==> src/rtl/button_pulse_gen.sv <==
// button_pulse_gen
// Debounces a raw push-button and turns accepted presses into single-cycle
// strobes. A two-flop synchronizer feeds a four-state debounce FSM; LEVEL,
// PULSE and REL_PULSE are registered one cycle after the FSM settles.
//
// Optional feature: define BUTTON_PULSE_GEN_AUTOREPEAT_EN to add auto-repeat
// (extra PULSE strobes while the button stays pressed). With the macro
// undefined each accepted press yields exactly one PULSE.
module button_pulse_gen #(
  parameter int DEBOUNCE_CYCLES = 120000,
  parameter int REPEAT_DELAY    = 6000000,
  parameter int REPEAT_PERIOD   = 1200000
) (
  input  logic CLK,
  input  logic RESET,
  input  logic BTN_IN,
  output logic PULSE,
  output logic REL_PULSE,
  output logic LEVEL
);

  // Counter widths cover the full legal parameter range, so no wrap can occur.
  localparam int DB_W  = 20;
  localparam int RPT_W = 24;

  localparam logic [DB_W-1:0] DB_LAST = DB_W'(DEBOUNCE_CYCLES - 1);

  typedef enum logic [1:0] {
    IDLE         = 2'd0,
    PRESS_WAIT   = 2'd1,
    PRESSED      = 2'd2,
    RELEASE_WAIT = 2'd3
  } state_t;

  state_t          state;
  state_t          state_next;
  logic [DB_W-1:0] db_cnt;
  logic [DB_W-1:0] db_cnt_next;

  logic sync_p0;
  logic sync_p1;

  logic pulse_p2;
  logic rel_pulse_p2;
  logic level_p2;

  logic rpt_hit;

  // Reject illegal parameterisations at elaboration time.
  if (DEBOUNCE_CYCLES < 2 || DEBOUNCE_CYCLES > 1048575) begin : g_bad_debounce
    $error("button_pulse_gen: DEBOUNCE_CYCLES out of range");
  end
  if (REPEAT_DELAY < 2 || REPEAT_DELAY > 16777215) begin : g_bad_delay
    $error("button_pulse_gen: REPEAT_DELAY out of range");
  end
  if (REPEAT_PERIOD < 2 || REPEAT_PERIOD > 16777215) begin : g_bad_period
    $error("button_pulse_gen: REPEAT_PERIOD out of range");
  end

  // True once the debounce counter has seen the last required stable cycle.
  function automatic logic db_done(input logic [DB_W-1:0] cnt);
    return cnt == DB_LAST;
  endfunction

  // Next value of the debounce counter while a level change is pending.
  function automatic logic [DB_W-1:0] db_step(input logic [DB_W-1:0] cnt);
    return cnt + DB_W'(1);
  endfunction

  // Two-flop synchronizer; only sync_p1 is used by the logic below.
  always_ff @(posedge CLK) begin
    if (RESET) begin
      sync_p0 <= 1'b0;
      sync_p1 <= 1'b0;
    end else begin
      sync_p0 <= BTN_IN;
      sync_p1 <= sync_p0;
    end
  end

  // Debounce FSM state and counter registers.
  always_ff @(posedge CLK) begin
    if (RESET) begin
      state  <= IDLE;
      db_cnt <= '0;
    end else begin
      state  <= state_next;
      db_cnt <= db_cnt_next;
    end
  end

  // Debounce FSM next-state: a level change is accepted only after
  // DEBOUNCE_CYCLES consecutive samples of the new level.
  always_comb begin
    state_next  = state;
    db_cnt_next = db_cnt;
    case (state)
      IDLE: begin
        if (sync_p1) begin
          state_next  = PRESS_WAIT;
          db_cnt_next = DB_W'(1);
        end else begin
          db_cnt_next = '0;
        end
      end
      PRESS_WAIT: begin
        if (!sync_p1) begin
          state_next  = IDLE;
          db_cnt_next = '0;
        end else if (db_done(db_cnt)) begin
          state_next  = PRESSED;
          db_cnt_next = '0;
        end else begin
          db_cnt_next = db_step(db_cnt);
        end
      end
      PRESSED: begin
        if (!sync_p1) begin
          state_next  = RELEASE_WAIT;
          db_cnt_next = DB_W'(1);
        end else begin
          db_cnt_next = '0;
        end
      end
      RELEASE_WAIT: begin
        // A bounce back to pressed returns silently: LEVEL never dropped.
        if (sync_p1) begin
          state_next  = PRESSED;
          db_cnt_next = '0;
        end else if (db_done(db_cnt)) begin
          state_next  = IDLE;
          db_cnt_next = '0;
        end else begin
          db_cnt_next = db_step(db_cnt);
        end
      end
      default: begin
        state_next  = IDLE;
        db_cnt_next = '0;
      end
    endcase
  end

`ifdef BUTTON_PULSE_GEN_AUTOREPEAT_EN
  localparam logic [RPT_W-1:0] RPT_DELAY_CNT  = RPT_W'(REPEAT_DELAY);
  localparam logic [RPT_W-1:0] RPT_PERIOD_CNT = RPT_W'(REPEAT_PERIOD);

  logic [RPT_W-1:0] rpt_cnt;
  logic             rpt_first;

  // The first repeat waits REPEAT_DELAY, later ones REPEAT_PERIOD.
  assign rpt_hit = (state == PRESSED) &&
                   (rpt_cnt == (rpt_first ? RPT_DELAY_CNT : RPT_PERIOD_CNT));

  // Repeat timer: runs only while PRESSED, restarts on every PRESSED entry.
  always_ff @(posedge CLK) begin
    if (RESET) begin
      rpt_cnt   <= '0;
      rpt_first <= 1'b1;
    end else if (state != PRESSED) begin
      rpt_cnt   <= '0;
      rpt_first <= 1'b1;
    end else if (rpt_hit) begin
      rpt_cnt   <= RPT_W'(1);
      rpt_first <= 1'b0;
    end else begin
      rpt_cnt   <= rpt_cnt + RPT_W'(1);
    end
  end
`else
  assign rpt_hit = 1'b0;
`endif

  // Output registers. level_p2 holds last cycle's debounced level, so a
  // PRESSED state with level_p2 low marks the first cycle after acceptance,
  // and IDLE with level_p2 high marks the first cycle after release.
  always_ff @(posedge CLK) begin
    if (RESET) begin
      pulse_p2     <= 1'b0;
      rel_pulse_p2 <= 1'b0;
      level_p2     <= 1'b0;
    end else begin
      level_p2     <= (state == PRESSED) || (state == RELEASE_WAIT);
      pulse_p2     <= ((state == PRESSED) && !level_p2) || rpt_hit;
      rel_pulse_p2 <= (state == IDLE) && level_p2;
    end
  end

  assign PULSE     = pulse_p2;
  assign REL_PULSE = rel_pulse_p2;
  assign LEVEL     = level_p2;

endmodule

==> config.mk <==
export PLATFORM = sky130hd
export DESIGN_NAME = button_pulse_gen
export DESIGN_NICKNAME = d
export VERILOG_FILES = /design/src/rtl/button_pulse_gen.sv
export SDC_FILE = /design/constraint.sdc
export NUM_CORES = 1
export LEC_CHECK = 0
export BUFFER_PORTS_ARGS = -buffer_cell sky130_fd_sc_hd__buf_2
export CAP_MARGIN = 20
export CORE_MARGIN = 4
export CORE_UTILIZATION = 53
export DETAILED_ROUTE_END_ITERATION = 10
export GPL_TIMING_DRIVEN = 0
export PLACE_DENSITY = 0.7
export SYNTH_ARGS = -nofsm -noshare
export SYNTH_HDL_FRONTEND = slang
export SYNTH_SLANG_ARGS = --single-unit
==> constraint.sdc <==
create_clock -name CLK -period 3 [get_ports CLK]
set_clock_uncertainty 0.15 [all_clocks]
set_input_delay 0.3 -clock CLK [delete_from_list [all_inputs] [get_ports CLK]]
set_output_delay 0.3 -clock CLK [all_outputs]
set_load 0.01 [all_outputs]
# Word level (Yosys, flattened, before mapping)
# Cells that the tools add are included.
# totals
register_bits	27
word_cells	35
inputBits	3
# classes
n_eq_ne	8
reduce_logical	6
muxes	13
n_addsub	1
# op_table
cell	count
case mux 20 bit (4 select lines)	1
2-to-1 mux 20 bit	3
adder 20 x 1 -> 20 bit (second input constant)	1
== test 20 x 17 -> 1 bit (second input constant)	1
2-to-1 mux 2 bit	6
case mux 2 bit (4 select lines)	1
inequality test 3 bit (second input constant)	2
== test 2 bit (second input constant)	2
inequality test 2 bit (second input constant)	2
AND reduction 4 bit	1
== test 2 x 1 -> 1 bit (second input constant)	1
logical AND 1 bit	2
zero test 2 bit	1
2-to-1 mux 1 bit	2
zero test 1 bit	1
logical OR 1 bit	1

# Logic depth before layout (Yosys ltp)
# Gate-level depths: netlist of run 1.
# logic_depth
ltp_word	4
ltp_mapped	6

# Least setup slack after synthesis of run 1
# OpenSTA, ideal clock, no wires.
# synth_timing
kind	reg2reg
start	reg db_cnt[0]
end	reg db_cnt[11]
arrival_ns	1.772
period_less_slack_ns	2.037
setup_slack_ns	0.963
n_path_buf	1
path_stages_with_launch	7
cell_sequence	dfxtp_1 > ha_1 > nand2_1 > or4_4 > o211ai_4 > buf_4 > nor2_1
# synth_between
elab_chain_len	4
word_cells_on_any_way	6
# synth_lines
item	line	rtl
from (decl)	37	logic [DB_W-1:0] db_cnt;
from (signal assigned)	88	db_cnt <= db_cnt_next;
adder 20 x 1 -> 20 bit or == test 20 x 17 -> 1 bit (tied branches)	67, 62	
2-to-1 mux 20 bit (*)	110, 130	
2-to-1 mux 20 bit (on tied branches)	127, 107	
case mux 20 bit (4 select lines) (*)	97	case (state)
# Mark *: on every way between the ends. The rest lies on a longest branch, timed or not.
# A chain may end at the register's enable or synchronous reset.

# Final worst setup path of run 1
# layout_timing
start	reg db_cnt[0]
end	reg db_cnt[12]
# Same word-level chain as after synthesis.

==> results.toml, run 1 <==
[floorplan]
rows = 16
die_w_um = 55.7
dieArea_um2 = 3100
pin_count = 6
dieHeight_um = 55.7
start_util_pct = 58.4
coreArea_um2 = 2060

[sta]
min_period_ns = 2.28
relSlewSlack_pct = 76.7
slew_violations = 0
tns_ns = 0
hold_viol_final = 0
grt_setup_unrepaired = "false"
period_share_pct = 75.8
worst_slack_ns = 0.725
fmax_mhz = 440
finalSetupViolCount = 0
worst_pin_slew_ns = 0.348

[clock_tree]
cts_hold_buffers = 0
cts_buffers = 3
clock_path_buffers = 2
clk_pin_slew_ns = 0.14
cts-root-buf = "clkbuf_4"
clk-insertion-delay-late_ns = 0.31
cts_tree = "yes"
clkSinkCount = 27
post_cts_buffers = 0
cts_max_level = 1
cts.repair.resized = 0

[critical_path]
end_kind = "flop"
critPathKind = "flop to flop"
cp-start-kind = "flop"
cp.required_ns = 3.07
cp.arrival_ns = 2.34
cp_max_fo = 10

[yosys]
synth_top_area_share_pct = 44.9
synth-edff-count = 0
ys_ff_latch = 27
ys_seq_area_share_pct = 44.9
syn_area_um2 = 1200
synthTopCellsByArea = "dfxtp_1, xnor2_1, nor2_1"
yosys_most_used_dff = "dfxtp_1"
synth_cells = 130
yosys.cell_types.count = 35
yosysWarnings = 0
ys_async_sr_fraction_pct = 0
synth_fp_nets = 134
syn_avg_cell_area_um2 = 9.26
synth.largest_area_cell = "dfxtp_1"

[final_layout]
area_delta_synth_final_pct = 7.17
diodes = 0
drive_gt1_share_pct = 12.9
final_cell_mix = "dfxtp_1, nor2_1, nand3_1, xnor2_1, nand2_1"
mostFrequentLayoutCell = "dfxtp_1"
nets = 144

[route]
dr.pass1.iters = 4
via_count = 925
viasPerCell = 5.57
wl_um = 2090
post_drt_wl_per_cell_um = 12.6
drtIter0Drc = 12
antenna_left = 0
drc_errors = 0

[placement]
post-place-ws_ns = 0.732
hpwl_um = 1560
portBuffers = 5
gp_congestion = 0.773

[power_and_ir_drop]
combPwrFrac_pct = 1.1
p_clk_share_pct = 28.7
switching_share_pct = 19.8
ir_drop_mv = 0.274
finalPower_mw = 0.516
powerDensity_nw_per_um2 = 400
p_leak_nw = 0.396
power_frac_seq_pct = 70.2
intPower_mw = 0.413
power.switching_mw = 0.102

[grt]
grt_max_degree = 16
grt_util_all_layers_pct = 14.5
grt_overflow_total = 0
grt_pass1_vias = 851
grt_pass1_wl_um = 3680
antenna_found_initial = 0

[worst_hold_path]
hp-class = "primary input to flop"

[flow_run]
cap_violations = 0

[outcome]
status = "complete, no violations"
[sequential cells by signal, indices dropped and copies added, names as in the netlist, named ones only]
| signal | count |
|---|---|
| state | 1 |
| sync_p0 | 1 |
| db_cnt | 20 |
| sync_p1 | 1 |
| PULSE | 1 |
| REL_PULSE | 1 |
| LEVEL | 1 |
[through the flow]
stage               cells  instance area [um^2]  hold slack, ns  utilization, %
finish                166                  1290          0.0369            62.6
global route          166                  1290          0.0193            62.6
CTS                   166                  1290          0.0188            62.6
detailed placement    162                  1260           0.283            61.2
global placement      162                  1260           0.267            61.2
floorplan             130                  1200           0.222               -
[path summary, 6_finish.rpt]
kind / from / end / slack [ns] / depth (start not counted)
worst max register to register: db_cnt[0] / db_cnt[12] / 0.72 / 6
worst min register to register: LEVEL / PULSE / 0.29 / 1
worst max-delay path: db_cnt[0] / db_cnt[12] / 0.72 / 6
worst min-delay path: BTN_IN / sync_p0 / 0.04 / 2
[layer usage]
| layer | share of wire, % | GRT usage [%] | vias to the layer above | wire, um |
|---|---|---|---|---|
| met5 | 0 | 0 | - | 0 |
| li1 | - | - | 479 | - |
| met3 | 2.3 | 2.09 | 2 | 48 |
| met2 | 48 | 23.1 | 6 | 1010 |
| met4 | 0.91 | 6.25 | 0 | 19 |
| met1 | 48 | 19.3 | 438 | 1010 |
[power groups by stage]
stage	clock network, mW	registers [mW]	logic [mW]
after global routing	0.173	0.363	0.00641
after global placement	0	0.370	0.00542
after CTS	0.158	0.362	0.00577
final	0.148	0.362	0.00569
after detailed placement	0	0.370	0.00570
after floorplan	0	0.370	0.00332
[cell type report]
type | count | area [um^2]
plain buffers | 2 | 18.8
clock buffers | 3 | 22.5
clock inverters | 1 | 5.00
fillers | 174 | 772
inverters | 5 | 18.8
multi-input cells | 96 | 626
flip-flops and latches | 27 | 541
well taps | 27 | 33.8
repair buffers | 5 | 25.0
[critical path, cell delays in order (launching register included)]
cell	delay, ns
dfxtp_1	0.43
ha_1	0.25
nand2_1	0.15
or4_4	0.56
o211ai_4	0.35
buf_4	0.24
nor2_1	0.06
[synthesized netlist by cell type (2+ instances only)]
cell / number
nand2b_1: 2
o31ai_1: 2
nand4_1: 5
nor2b_1: 2
a21oi_1: 5
dfxtp_1: 27
and4_1: 3
nand2_1: 7
nand3_1: 9
and2_1: 2
xor2_1: 4
inv_1: 5
or4_1: 2
or3_1: 3
and3_1: 2
nor2_1: 17
xnor2_1: 9
o21ai_0: 3
nor4_1: 2
nor3_1: 4
[cell families after synthesis]
kind of cell	count (synthesis)	share of synthesized area (%)
AND/OR/NAND/NOR	69	33.6
flip-flops	27	44.9
XOR/XNOR	13	9.46
buffers and inverters	7	3.12
adder cells (fa/ha/maj)	1	1.04
AO/OA/AOI/OAI	12	7.07
multiplexers	1	0.832
(Power assumes the default switching activity.)
==> run 2: changes to the inputs <==
- clock period: 3 -> 2.3 ns (I/O delays scaled with it)
==> results.toml, run 2 (synthesis gave the netlist of run 1 again) <==
[route]
via_count = 939
viasPerCell = 5.46
post_drt_wl_per_cell_um = 12.5
drtIter0Drc = 9
drc_errors = 0
antenna_left = 0
wl_um = 2150
dr.pass1.iters = 4

[final_layout]
mostFrequentLayoutCell = "dfxtp_1"
area_delta_synth_final_pct = 11.6
diodes = 0
fin_area_um2 = 1340
largest_register_ffs = 20
n_fill_cell = 167
drive_gt1_share_pct = 15.2
final_cell_mix = "dfxtp_1, nor2_1, nand3_1, xnor2_1, nand2_1"
final_cells = 172
regMostFlops = "db_cnt"
nets = 150
fin_util_pct = 65.2

[critical_path]
cp-start-kind = "flop"
cpMaxStageDelayCell = "or4_4"
critPathKind = "flop to flop"
worstReg2RegStart = "db_cnt[1]"
cp.required_ns = 2.38
cp_max_fo = 5
startpoint = "db_cnt[1]"
cpPeakStageDelay_ns = 0.56
end_kind = "flop"
cp.arrival_ns = 2.24
crit_chain = "ha_1 > nand2_1 > or4_4 > or3_1 > and3_1"

[floorplan]
rows = 16
pin_count = 6
start_util_pct = 58.4
dieHeight_um = 55.7
coreArea_um2 = 2060
die_w_um = 55.7
dieArea_um2 = 3100

[sta]
min_period_ns = 2.16
worst_pin_slew_ns = 0.312
relSlewSlack_pct = 79.1
slew_violations = 0
tns_ns = 0
finalSetupViolCount = 0
period_share_pct = 94.0
grt_setup_unrepaired = "false"
fmax_mhz = 462
hold_viol_final = 0

[placement]
portBuffers = 5
gp_congestion = 0.773
hpwl_um = 1560
dp_cells = 162
place_area_um2 = 1260

[power_and_ir_drop]
power_frac_seq_pct = 69.7
combPwrFrac_pct = 1.7
powerDensity_nw_per_um2 = 505
p_clk_share_pct = 28.6
power.switching_mw = 0.135
ir_drop_mv = 0.357
switching_share_pct = 19.9
finalPower_mw = 0.678
intPower_mw = 0.543
p_leak_nw = 0.423

[clock_tree]
clk_pin_slew_ns = 0.14
cts_tree = "yes"
clkSinkCount = 27
clock_path_buffers = 2
cts_max_level = 1
clk-insertion-delay-late_ns = 0.31
cts_buffers = 3
cts-root-buf = "clkbuf_4"

[grt]
grt_pass1_vias = 861
antenna_found_initial = 0
grt_util_all_layers_pct = 14.7
grt_max_degree = 16
grt_pass1_wl_um = 3730
grt_overflow_total = 0

[flow_run]
cap_violations = 0

[outcome]
status = "complete, no violations"

[worst_hold_path]
min_from = "LEVEL"
hp-class = "flop to flop"
## run 2: changes by cell type in the layout (fill, tap and decap cells not counted), sizes merged
cell,delta
buf,+3
dlygate4sd3,+3
## run 2: area by class of cell
class / instances / area, um^2 / share of cell area (%)
well taps: 27 / 33.8 / 2.51
clock buffers: 3 / 22.5 / 1.68
inverters: 5 / 18.8 / 1.40
plain buffers: 2 / 18.8 / 1.40
multi-input cells: 96 / 626 / 46.6
clock inverters: 1 / 5.00 / 0.372
repair buffers: 11 / 77.6 / 5.77
flip-flops and latches: 27 / 542 / 40.3
## run 2: power groups by stage
stage	sequential [mW]	combinational [mW]	clock (mW)
after floorplan	0.482	0.00433	0
after global routing	0.473	0.0128	0.226
after detailed placement	0.483	0.00743	0
after CTS	0.473	0.0114	0.206
after global placement	0.483	0.00707	0
final	0.472	0.0118	0.194
## run 2: routing by layer
| layer | global-route usage [%] | wire (um) | vias up |
|---|---|---|---|
| li1 | - | - | 493 |
| met1 | 19.6 | 1040 | 438 |
| met2 | 23.5 | 1050 | 6 |
| met3 | 2.09 | 45 | 2 |
| met4 | 6.25 | 19 | 0 |
| met5 | 0 | 0 | - |
## run 2: worst max-delay path: cells and delay by family (launching register included)
kind          cells  cell delay, ns
simple gates      4            1.30
flops             1            0.40
fa+ha+maj         1            0.24
## run 2: worst paths after layout
path / slack, ns / depth (start not counted) / to
max: 0.14 / 5 / db_cnt[0]
min: 0.29 / 1 / PULSE
max reg2reg: 0.14 / 5 / db_cnt[0]
min reg2reg: 0.29 / 1 / PULSE
## run 2: metrics by stage
| step | worst slack, ns | hold slack, ns |
|---|---|---|
| finish | 0.137 | 0.295 |
| detailed placement | 0.0324 | 0.283 |
| global placement | 0.0384 | 0.267 |
| global route | 0.0131 | 0.326 |
| floorplan | 0.263 | 0.152 |
| CTS | 0.0199 | 0.303 |
## run 2: repair_timing
item | CTS | global route
gates resized for setup | 0 | 1
hold buffers | 3 | 0
endpoints found under the setup margin | 4 | 13
setup buffers | 0 | 3
hold endpoints to repair | 3 | 0
pin swaps | 1 | 1
